===== src/rtl/bus_decoder.sv =====
// Address decoder/interconnect between the CPU memory port and N memory-mapped slaves.
// Requests are registered to one slave; unmapped or hung accesses finish with a bus error.
module bus_decoder #(
  parameter int N_SLAVES = 4,
  parameter int ADDR_W   = 32,
  parameter int DATA_W   = 32,
  parameter int SEL_MSB  = 31,
  parameter int SEL_LSB  = 28,
  parameter logic [N_SLAVES*(SEL_MSB-SEL_LSB+1)-1:0] SLAVE_IDS = {4'h6, 4'h5, 4'h4, 4'h0},
  parameter int TIMEOUT  = 255
) (
  input  logic                       clk,
  input  logic                       resetn,
  input  logic                       m_valid,
  input  logic [ADDR_W-1:0]          m_addr,
  input  logic [DATA_W-1:0]          m_wdata,
  input  logic [DATA_W/8-1:0]        m_wstrb,
  output logic                       m_ready,
  output logic [DATA_W-1:0]          m_rdata,
  output logic                       m_err,
  output logic [N_SLAVES-1:0]        s_valid,
  output logic [ADDR_W-1:0]          s_addr,
  output logic [DATA_W-1:0]          s_wdata,
  output logic [DATA_W/8-1:0]        s_wstrb,
  input  logic [N_SLAVES-1:0]        s_ready,
  input  logic [N_SLAVES*DATA_W-1:0] s_rdata,
  output logic [ADDR_W-1:0]          err_addr,
  output logic [1:0]                 err_cause
);

  localparam int SEL_W = SEL_MSB - SEL_LSB + 1;
  localparam int CNT_W = $clog2(TIMEOUT + 1);

  typedef enum logic [1:0] {IDLE, BUSY, RESP, ERR} state_t;

  // Handshake: the master holds m_valid with stable m_addr/m_wdata/m_wstrb until an
  // edge in IDLE accepts it; completion is the single-cycle m_ready pulse. Each slave
  // sees s_valid[i] held with stable s_* buses until it returns s_ready[i] at an edge.
  state_t              state, state_n;
  logic [CNT_W-1:0]    cnt;
  logic [N_SLAVES-1:0] match_oh;
  logic                sel_ready;
  logic [DATA_W-1:0]   sel_rdata;
  logic                timeout;

  // Iterating from the top index down lets the lowest matching slave win.
  always_comb begin
    match_oh = '0;
    for (int i = N_SLAVES - 1; i >= 0; i--) begin
      if (m_addr[SEL_MSB:SEL_LSB] == SLAVE_IDS[i*SEL_W +: SEL_W]) begin
        match_oh    = '0;
        match_oh[i] = 1'b1;
      end
    end
  end

  // s_valid doubles as the latched one-hot select while BUSY.
  always_comb begin
    sel_ready = |(s_ready & s_valid);
    sel_rdata = '0;
    for (int i = 0; i < N_SLAVES; i++) begin
      if (s_valid[i]) sel_rdata = sel_rdata | s_rdata[i*DATA_W +: DATA_W];
    end
    timeout = (cnt == CNT_W'(TIMEOUT));
  end

  always_comb begin
    state_n = state;
    case (state)
      IDLE: if (m_valid) state_n = (|match_oh) ? BUSY : ERR;
      BUSY: begin
        if (sel_ready)    state_n = RESP;
        else if (timeout) state_n = ERR;
      end
      RESP:    state_n = IDLE;
      ERR:     state_n = IDLE;
      default: state_n = IDLE;
    endcase
  end

  always_ff @(posedge clk or negedge resetn) begin
    if (!resetn) begin
      state     <= IDLE;
      cnt       <= '0;
      m_ready   <= 1'b0;
      m_err     <= 1'b0;
      m_rdata   <= '0;
      s_valid   <= '0;
      s_addr    <= '0;
      s_wdata   <= '0;
      s_wstrb   <= '0;
      err_addr  <= '0;
      err_cause <= 2'b00;
    end else begin
      state   <= state_n;
      m_ready <= (state_n == RESP) || (state_n == ERR);
      m_err   <= (state_n == ERR);
      m_rdata <= (state == BUSY && sel_ready) ? sel_rdata : '0;
      case (state)
        IDLE: begin
          if (m_valid) begin
            s_addr  <= m_addr;
            s_wdata <= m_wdata;
            s_wstrb <= m_wstrb;
            s_valid <= match_oh;
            cnt     <= '0;
            if (match_oh == '0) begin
              err_addr  <= m_addr;
              err_cause <= 2'b01;
            end
          end
        end
        BUSY: begin
          if (sel_ready) begin
            s_valid <= '0;
          end else if (timeout) begin
            s_valid   <= '0;
            err_addr  <= s_addr;
            err_cause <= 2'b10;
          end else begin
            cnt <= cnt + CNT_W'(1);
          end
        end
        default: s_valid <= '0;
      endcase
    end
  end

endmodule

===== config.mk =====
export PLATFORM = sky130hd
export DESIGN_NAME = bus_decoder
export DESIGN_NICKNAME = d
export VERILOG_FILES = /design/src/rtl/bus_decoder.sv
export SDC_FILE = /design/constraint.sdc
export NUM_CORES = 1
export LEC_CHECK = 0
export CAP_MARGIN = 20
export CORE_MARGIN = 10
export CORE_UTILIZATION = 35
export CTS_CLUSTER_DIAMETER = 60
export DETAILED_ROUTE_END_ITERATION = 8
export PLACE_DENSITY = 0.75
export SLEW_MARGIN = 5
export SYNTH_ARGS = -nofsm -noshare
export SYNTH_HDL_FRONTEND = slang
export SYNTH_SLANG_ARGS = --single-unit

===== constraint.sdc =====
create_clock -name clk -period 1.9 [get_ports clk]
set_clock_uncertainty 0.15 [all_clocks]
set_input_delay 0.475 -clock clk [delete_from_list [all_inputs] [get_ports clk]]
set_output_delay 0.475 -clock clk [all_outputs]
set_load 0.02 [all_outputs]

======== Word level (Yosys, flattened, before mapping) ========
Index checks and enable logic that the tools add are counted.
operators by class
  equal/unequal tests ..................... 15
  muxes and demuxes ....................... 32
  add/sub/neg operators ................... 1
  bitwise operators ....................... 4
  reductions and logical operators ........ 13
operators with widths
  kind                                            count
  two-way mux 32 bit                              9
  OR 32 bit                                       3
  one-hot mux 32 bit (2 select lines)             1
  two-way mux 4 bit                               7
  two-way mux 8 bit                               3
  two-way mux 2 bit                               8
  one-hot mux 8 bit (2 select lines)              1
  == test 4 x 3 -> 1 bit (second input constant)  3
  inequality test 2 bit (second input constant)   5
  adder 8 x 1 -> 8 bit (second input constant)    1
  == test 2 bit (second input constant)           4
  == test 8 bit (second input constant)           1
  zero test 4 bit                                 2
  one-hot mux 4 bit (2 select lines)              1
  OR reduction 4 bit                              2
  one-hot mux 2 bit (3 select lines)              1
  AND reduction 5 bit                             1
  AND 4 bit                                       1
  one-hot mux 2 bit (2 select lines)              1
  AND reduction 2 bit                             2
  AND reduction 4 bit                             1
  inequality test 3 bit (second input constant)   1
  == test 2 x 1 -> 1 bit (second input constant)  1
  zero test 2 bit                                 1
  4 further kinds                                 4
word-level totals
  bits of input ports ..................... 203
  logic and storage cells ................. 76
  output and inout port bits .............. 140
  flip-flop bits (word level) ............. 150

======== Depth between registers and ports, before layout ========
Gate-level depths: netlist of run 1.
  depth after elaboration ................. 11
  mapped depth ............................ 7
  depth with buffers taken out ............ 5

======== Worst setup path before layout of run 1 ========
Ideal clock, no wire load.
  path type ............................... register to register
  start point ............................. register m_ready (netlist name)
  end point ............................... register err_addr[23]
  arrival time ............................ 1.877 ns
  setup slack ............................. -0.253 ns
  stages on the path, launching flop included .. 7
  data required time ...................... 1.624 ns
  setup time .............................. 0.126 ns
  clock period less this slack ............ 2.153 ns
  path buffers ............................ 2
  cells stage by stage .................... dfrtp_1 > or3b_1 > buf_6 > a211oi_4 > o22ai_4 > buf_6 > a221o_1
RTL lines
  what                  RTL line  text
  to (signal assigned)  108       err_addr <= m_addr;
  to (signal assigned)  118       err_addr <= s_addr;
  to (decl)             27        output logic [ADDR_W-1:0] err_addr,

==> impl_metrics.csv, run 1 <==
group,metric,value,unit
run_status,status,"finished, violations left",
run_status,violations,"negative setup slack",
sta,slew_headroom,0.4781,
power,power_density,1338,nW/um^2
setup_path,startpoint_type,"register",
grt,grt_max_degree,73,
finish,layout.cells.non_filler,1269,
synthesis,synth_top_area_frac,0.5952,
grt,grt_pass1_vias,6748,
die,num_rows,48,
synthesis,yosysWarnings,0,
setup_path,critPathCaptureType,"register",
sta,rsz0062_at_grt,"yes",
grt,antenna_found_initial,4,
sta,timing.fmax,470.9,MHz
setup_path,critical_path_class,"register to register",
sta,holdWs,0.2702,ns
die,dieArea,23650,um^2
sta,min_period,2.124,ns
sta,min_period_over_period,1.118,
die,die_w,153.8,um
finish,layout-drive-gt1-share,0.1402,
sta,setup_tns,-5.404,ns
cts,cts.htree.levels,4,
synthesis,synth_seq_cells,149,
synthesis,syn_nets,832,
sta,hold_viol,0,
job,max_cap_viol_count,0,
power,power,15.07,mW
place,hpwl,19290,um
routing,drtPass1Iterations,4,
sta,fin_ws,-0.2238,ns
finish,utilization,0.6465,
synthesis,netlist_area,6265,um^2
routing,viasPerCell,5.070,
place,numPortBuffers,342,
synthesis,synth_top_cell_by_area,"dfrtp_1",
synthesis,synth_area_per_cell,9.976,um^2
synthesis,synth_commonest_cells,"nand2_1, dfrtp_1, a22oi_1, clkbuf_1, a21oi_1",
routing,drc,0,
synthesis,synth_edf_count,0,
cts,cts_max_path_buffers,2,
synthesis,ys_types,40,
cts,root_buffer,"clkbuf_16",
routing,vias,6434,
synthesis,ys.flop_type,"dfrtp_1",
sta,setup_viol,34,
sta,slew_viol_final,0,
cts,clk_pin_slew_worst_paths,0.06,ns
cts,cts_sinks,149,
min_path,hp-class,"primary input to register",
setup_path,cp.required,2.05,ns
place,gp_congestion,0.8254,
synthesis,synth_area_leaders,"dfrtp_1, nand2_1, a22oi_1, a221o_1, a21oi_1",
setup_path,critPathMaxFanout,5,
die,ioPinCount,343,
place,dp.cells,1213,
die,chipHeight,153.8,um
grt,grtUsageTotal,0.2106,
finish,fin_nets,1233,
die,core,17420,um^2
synthesis,yosys.cell_count.top_type,"nand2_1",
routing,detail_route.wl_per_cell,21.03,um
cts,cts_buffers,17,
power,ir_drop,0.0008870,V
setup_path,arrival,2.27,ns
routing,drtIter0Drc,319,
synthesis,synthArstFlopShare,1.000,
grt,overflow,0,
grt,grt_pass1_wl,39270,um
synthesis,ys_seq_area_frac,0.5952,
die,start_util,0.3597,
routing,antenna_left,0,
routing,wirelength,26690,um
cts,clk_latency,0.41,ns
power,p_leak,5.458,nW
synthesis,synth_cells,628,
cts,cts_tree,"done",
finish,areaGrowthSynthToFinish,79.73,%
sta,max_slew.worst_pin.slew,0.7828,ns
[layout make-up]
type                            count  area (um^2)
Fill cell                        1440         6157
Timing Repair Buffer              429         4258
Sequential cell                   149         3732
Multi-Input combinational cell    430         2401
Clock buffer                       19        442.9
Tap cell                          225        281.5
Clock inverter                     12        128.9
Inverter                            2        7.507
Antenna cell                        3        7.507
[routing by layer]
metal	GRT usage	wire length [um]
met1	0.2384	10500
met2	0.3601	13540
met3	0.07001	1965
met4	0.08007	673
met5	0	13
[flip-flops by register name, summed over array words and instances, names as in the netlist]
name       count
err_addr      32
m_rdata       32
s_addr        32
s_wdata       32
cnt            8
s_valid        4
s_wstrb        4
err_cause      2
m_err          1
m_ready        1
state          1
[report_power, final]
part           internal [mW]  total (mW)  switching (mW)
clock                   1.96        3.32            1.36
sequential              4.30        4.98           0.685
combinational           3.03        6.76            3.73
total                   9.29        15.1            5.78
[placed cells by master (no fill, tap or decap), types with 5 or more instances in the layout]
master             n
a21oi_1           35
a221o_1           32
a22oi_1           64
buf_12            12
buf_4             56
buf_6             11
clkbuf_16         21
clkdlybuf4s50_1  198
dfrtp_1          146
dlygate4sd2_1    135
nand2_1          205
nand3_1            5
nor2_1            33
[what timing repair did]
action | in CTS | in global routing
hold buffers | 1 | 0
pin swaps | 36 | 7
buffers inserted | 5 | 9
cloned | 4 | 5
endpoints found under the setup margin | 250 | 56
endpoints found under the hold margin | 26 | 0
resized for setup | 162 | 28
[cells by family after synthesis]
kind of cell / Yosys count / synth area share
buf+inv: 49 / 0.03495
mux: 1 / 0.001598
flops: 149 / 0.5952
simple gates: 272 / 0.1774
fa+ha+maj: 1 / 0.001997
compound gates: 156 / 0.1889
[critical path, stage by stage (launching register included)]
cell	delay (ns)
dfrtp_2	0.43
or3b_4	0.42
a211oi_4	0.24
o22ai_4	0.16
buf_12	0.17
buf_16	0.13
a221o_1	0.31
[through the flow]
stage	worst slack [ns]	cell area [um^2]
after floorplan	-0.2242	6307
after global routing	-0.2719	11260
after CTS	-0.2849	11030
after detailed placement	-0.7736	10410
after global placement	-0.7211	10410
final	-0.2238	11260
[worst paths after layout]
check,from,endpoint,slack [ns],cells past startpoint
max in group asynchronous,resetn,cnt[2],0.70,3
min reg2reg,s_wdata[10],s_wdata[10],0.32,2
max,m_ready,err_addr[1],-0.22,6
min in group asynchronous,resetn,m_rdata[31],0.36,2
max reg2reg,m_ready,err_addr[1],-0.22,6
min,m_addr[29],s_addr[29],0.27,3
(Power assumes the default switching activity.)
==> run 2, diff against run 1 <==
- TNS_END_PERCENT: not set -> 1
==> run 2 against run 1 <==
The run still ends with negative setup slack left. Critical path depth grew 1. Sequential power is essentially flat. Total power shrank 1.3%. First-iteration DRC count shrank 1.3%. Design area shrank 2.4%. Sequential share of layout area grew 0.79 points. Worst hold slack gained 0.017 ns. Count of clock-buffer cells in the layout shrank 2. Non-clock buffer count shrank 25. Cell count shrank 2.0%. Die area is the same. Maximum frequency grew 1.6%. Largest power group unchanged.
==> impl_metrics.csv, run 2 (same netlist as run 1, synthesis figures left out) <==
group,metric,value,unit
run_status,status,"finished, violations left",
run_status,violations,"negative setup slack",
cts,cts_sinks,149,
finish,utilization,0.6310,
grt,overflow,0,
place,dp.cells,1202,
die,chipHeight,153.8,um
routing,drtPass1Iterations,4,
power,p_leak,5.311,nW
setup_path,r2r_start,"m_ready",
finish,layout-drive-gt1-share,0.1171,
routing,viasPerCell,5.050,
die,num_rows,48,
setup_path,cp.required,2.05,ns
sta,hold_viol,0,
finish,layout_commonest_cell,"nand2_1",
sta,fin_ws,-0.1910,ns
die,core,17420,um^2
setup_path,reg2reg_slack,-0.19,ns
power,power_density,1352,nW/um^2
finish,stdcell_area,10990,um^2
cts,cts_tree,"done",
place,placed_area,10300,um^2
sta,setup_viol,33,
sta,max_slew.worst_pin.slew,0.8158,ns
setup_path,crit_path_end,"err_addr[6]",
sta,min_period,2.091,ns
cts,root_buffer,"clkbuf_16",
routing,detail_route.wl_per_cell,20.52,um
routing,antenna_left,0,
grt,grt_pass1_wl,38830,um
routing,drtIter0Drc,315,
routing,drc,0,
setup_path,critPathCaptureType,"register",
job,max_cap_viol_count,0,
grt,grt_max_degree,73,
sta,slew_viol_final,0,
min_path,hp-class,"primary input to register",
finish,layout.cells.non_filler,1243,
sta,rsz0062_at_grt,"yes",
die,die_w,153.8,um
finish,multi_input_area,2399,um^2
cts,clk_pin_slew_worst_paths,0.06,ns
place,hpwl,19190,um
cts,cts_max_path_buffers,2,
die,dieArea,23650,um^2
setup_path,critical_path_class,"primary input to register",
grt,grtUsageTotal,0.2094,
power,power,14.86,mW
setup_path,worstRegToRegCells,6,
finish,seq_area,3730,um^2
finish,final_cell_mix,"nand2_1, clkdlybuf4s50_1, dfrtp_1",
sta,timing.fmax,478.2,MHz
place,numPortBuffers,342,
min_path,whs_path_depth,3,
setup_path,rr_endpoint,"err_addr[6]",
sta,slew_headroom,0.4561,
power,ir_drop,0.0007403,V
die,ioPinCount,343,
setup_path,startpoint_type,"primary input",
place,gp_congestion,0.8362,
setup_path,critPathMaxFanout,5,
die,start_util,0.3597,
cts,cts_buffers,17,
routing,wirelength,25500,um
finish,areaGrowthSynthToFinish,75.43,%
sta,min_period_over_period,1.101,
cts,clk_latency,0.42,ns
finish,n_fill_cell,1471,
setup_path,setup.worst_path.start,"m_addr[30]",
finish,fin_nets,1208,
grt,grt_pass1_vias,6471,
routing,vias,6277,
grt,antenna_found_initial,3,
setup_path,arrival,2.24,ns
cts,cts.htree.levels,4,
[run 2: cell count changes in the layout (fill, tap and decap cells not counted), sizes merged]
| cell | previous run | this run |
|---|---|---|
| dlymetal6s2s | 3 | 2 |
| clkdlybuf4s50 | 198 | 199 |
| clkinvlp | 3 | 1 |
| diode | 3 | 2 |
| clkinv | 4 | 5 |
| inv | 5 | 6 |
| buf | 86 | 64 |
| clkdlybuf4s15 | 1 | 3 |
| clkbuf | 24 | 17 |
| bufinv | 2 | 4 |
[run 2: routing by layer]
layer / vias up / part of all wire / track usage
met2: 231 / 0.51 / 0.3567
met5: - / 0.00051 / 0
met1: 3051 / 0.39 / 0.2386
met3: 26 / 0.079 / 0.07978
li1: 2967 / - / -
met4: 2 / 0.017 / 0.06208
[run 2: where the power goes]
group	internal [mW]	leakage, nW	switching, mW
combinational	2.73	3.11	3.58
sequential	4.30	1.89	0.665
clock	2.21	0.306	1.38
total	9.24	5.31	5.63
[run 2: worst min path at each step]
stage | from | to | slack (ns)
global placement | resetn | m_rdata[7] | 0.25
finish | m_addr[29] | s_addr[29] | 0.29
global route | m_addr[29] | s_addr[29] | 0.32
floorplan | resetn | cnt[0] | 0.03
CTS | s_wdata[17] | s_wdata[17] | 0.32
detailed placement | resetn | m_rdata[7] | 0.25
[run 2: what timing repair did]
item                                    in CTS  in global routing
resized for setup                          157                 19
cloned                                       3                  0
pin swaps                                   35                  8
hold buffers                                 1                  0
hold endpoints to repair                    31                  0
endpoints found under the setup margin     247                 50
buffers inserted                             4                  0
[run 2: area by class of cell]
cell class	count	share of cell area
well taps	225	0.02561
multi-input cells	430	0.2182
clock inverters	14	0.01833
clock buffers	17	0.03871
repair buffers	404	0.3586
diodes	2	0.0004554
flip-flops and latches	149	0.3394
inverters	2	0.0006831
[run 2: metrics by stage]
step / setup TNS [ns] / setup WS, ns / hold WS [ns]
2_1_floorplan: -7.076 / -0.2243 / 0.02941
3_3_place_gp: -63.12 / -0.7225 / 0.2482
3_5_place_dp: -63.91 / -0.7475 / 0.2470
4_1_cts: -7.354 / -0.2431 / 0.3226
5_1_grt: -6.791 / -0.2270 / 0.3167
6_report: -5.288 / -0.1910 / 0.2871
[run 2: critical path, cell delays in order]
cell and delay, ns:
clkdlybuf4s50_1 0.48, nand2b_1 0.24, a211oi_4 0.30, o22ai_4 0.14, buf_12 0.15, buf_12 0.13, a221o_1 0.32
==> run 3, diff against run 2 <==
- SKIP_CTS_REPAIR_TIMING: not set -> 1
==> run 3 against run 2 <==
The flow still finishes with violations (negative setup slack). Design area up 3.4%. Critical path type is now register to register. Wire length up 0.29%. Critical endpoint unchanged. Largest power group unchanged. Non-clock buffer count down 7.
==> impl_metrics.csv, run 3 (same netlist as run 1, synthesis figures left out) <==
group,metric,value,unit
job,max_cap_viol_count,0,
setup_path,cp.required,2.05,ns
die,start_util,0.3597,
routing,drc,0,
place,gp_congestion,0.8362,
setup_path,critPathCaptureType,"register",
finish,layout-drive-gt1-share,0.1070,
sta,min_period_over_period,1.066,
die,ioPinCount,343,
sta,slew_viol_final,0,
cts,clk_pin_slew_worst_paths,0.06,ns
sta,setup_tns,-2.882,ns
setup_path,path_buf_inv,1,
sta,timing.fmax,493.7,MHz
die,die_w,153.8,um
run_status,status,"finished, violations left",
sta,slew_headroom,0.4637,
die,dieArea,23650,um^2
routing,wirelength,25580,um
sta,setup_viol,34,
cts,cts_max_path_buffers,2,
cts,cts_buffers,17,
setup_path,cp_top_family,"compound AO/OA/AOI/OAI gates",
sta,fin_ws,-0.1256,ns
finish,final_cell_mix,"nand2_1, clkdlybuf4s50_1, dfrtp_1",
grt,grt_max_degree,73,
setup_path,cp_slowest_cell,"dfrtp_2",
sta,hold_viol,0,
die,num_rows,48,
routing,antenna_left,0,
routing,viasPerCell,5.064,
routing,detail_route.wl_per_cell,20.69,um
sta,holdWs,0.2771,ns
sta,rsz0062_at_grt,"yes",
grt,grt_pass1_vias,6403,
grt,grtUsageTotal,0.2064,
cts,cts_sinks,149,
die,core,17420,um^2
setup_path,arrival,2.18,ns
cts,clk_latency,0.42,ns
power,p_leak,6.682,nW
cts,cts.htree.levels,4,
setup_path,cp_slowest_stage_delay,0.44,ns
place,hpwl,19190,um
place,dp.cells,1202,
setup_path,critical_path.cell_chain,"or3b_4, a211oi_4, o22ai_4, buf_12, a221o_1",
place,numPortBuffers,342,
sta,max_slew.worst_pin.slew,0.8044,ns
power,ir_drop,0.0007430,V
finish,layout_commonest_cell,"nand2_1",
cts,cts_tree,"done",
finish,fin_nets,1201,
setup_path,critical_path_class,"register to register",
setup_path,critPathMaxFanout,19,
grt,antenna_found_initial,3,
run_status,violations,"negative setup slack",
routing,drtPass1Iterations,5,
finish,layout.cells.non_filler,1236,
finish,areaGrowthSynthToFinish,81.41,%
grt,overflow,0,
routing,drtIter0Drc,319,
setup_path,startpoint_type,"register",
min_path,hp-class,"primary input to register",
routing,vias,6259,
die,chipHeight,153.8,um
cts,root_buffer,"clkbuf_16",
power,power_density,1342,nW/um^2
grt,grt_pass1_wl,38280,um
sta,min_period,2.026,ns
==> run 3: stage by stage <==
stage	cell area (um^2)	utilization	setup WS (ns)	total power, mW
detailed placement	10300	0.5914	-0.7475	11.93
global placement	10300	0.5914	-0.7225	11.81
global route	11360	0.6525	-0.1479	16.11
floorplan	6266	-	-0.2243	8.135
CTS	10930	0.6274	-0.3944	15.59
finish	11360	0.6525	-0.1256	15.25
==> run 3: report_power, final <==
part / total (mW) / switching [mW] / internal [mW]
registers: 4.97 / 0.669 / 4.30
clock network: 3.59 / 1.38 / 2.21
logic: 6.69 / 3.55 / 3.14
==> run 3: cell type report <==
type | instances | area (um^2)
tap | 225 | 281.5
timing repair buffer | 397 | 4319
clock inverter | 14 | 201.4
multi-input combinational | 430 | 2395
inverter | 2 | 7.507
fill | 1347 | 6052
antenna | 2 | 5.005
sequential | 149 | 3730
clock buffer | 17 | 425.4
==> run 3: worst paths after layout <==
check | slack (ns) | end | start | cells after the start
min in group asynchronous | 0.37 | m_rdata[7] | resetn | 2
hold reg to reg | 0.32 | s_wdata[10] | s_wdata[10] | 2
max in group asynchronous | 0.66 | m_ready | resetn | 3
setup / recovery | -0.13 | err_addr[6] | m_ready | 5
hold / removal | 0.28 | s_addr[29] | m_addr[29] | 3
setup reg to reg | -0.13 | err_addr[6] | m_ready | 5
==> run 3: worst min-delay path: stages <==
cell and delay (ns):
dlymetal6s2s_1 0.20, nand2_1 0.09, nand2_1 0.05
==> run 3: routing by layer <==
metal | share of wire | GRT usage | vias up
met3 | 0.086 | 0.08145 | 28
met4 | 0.020 | 0.06208 | 2
met2 | 0.51 | 0.3493 | 238
met1 | 0.38 | 0.2350 | 3039
li1 | - | - | 2952
met5 | 0.00051 | 0 | -
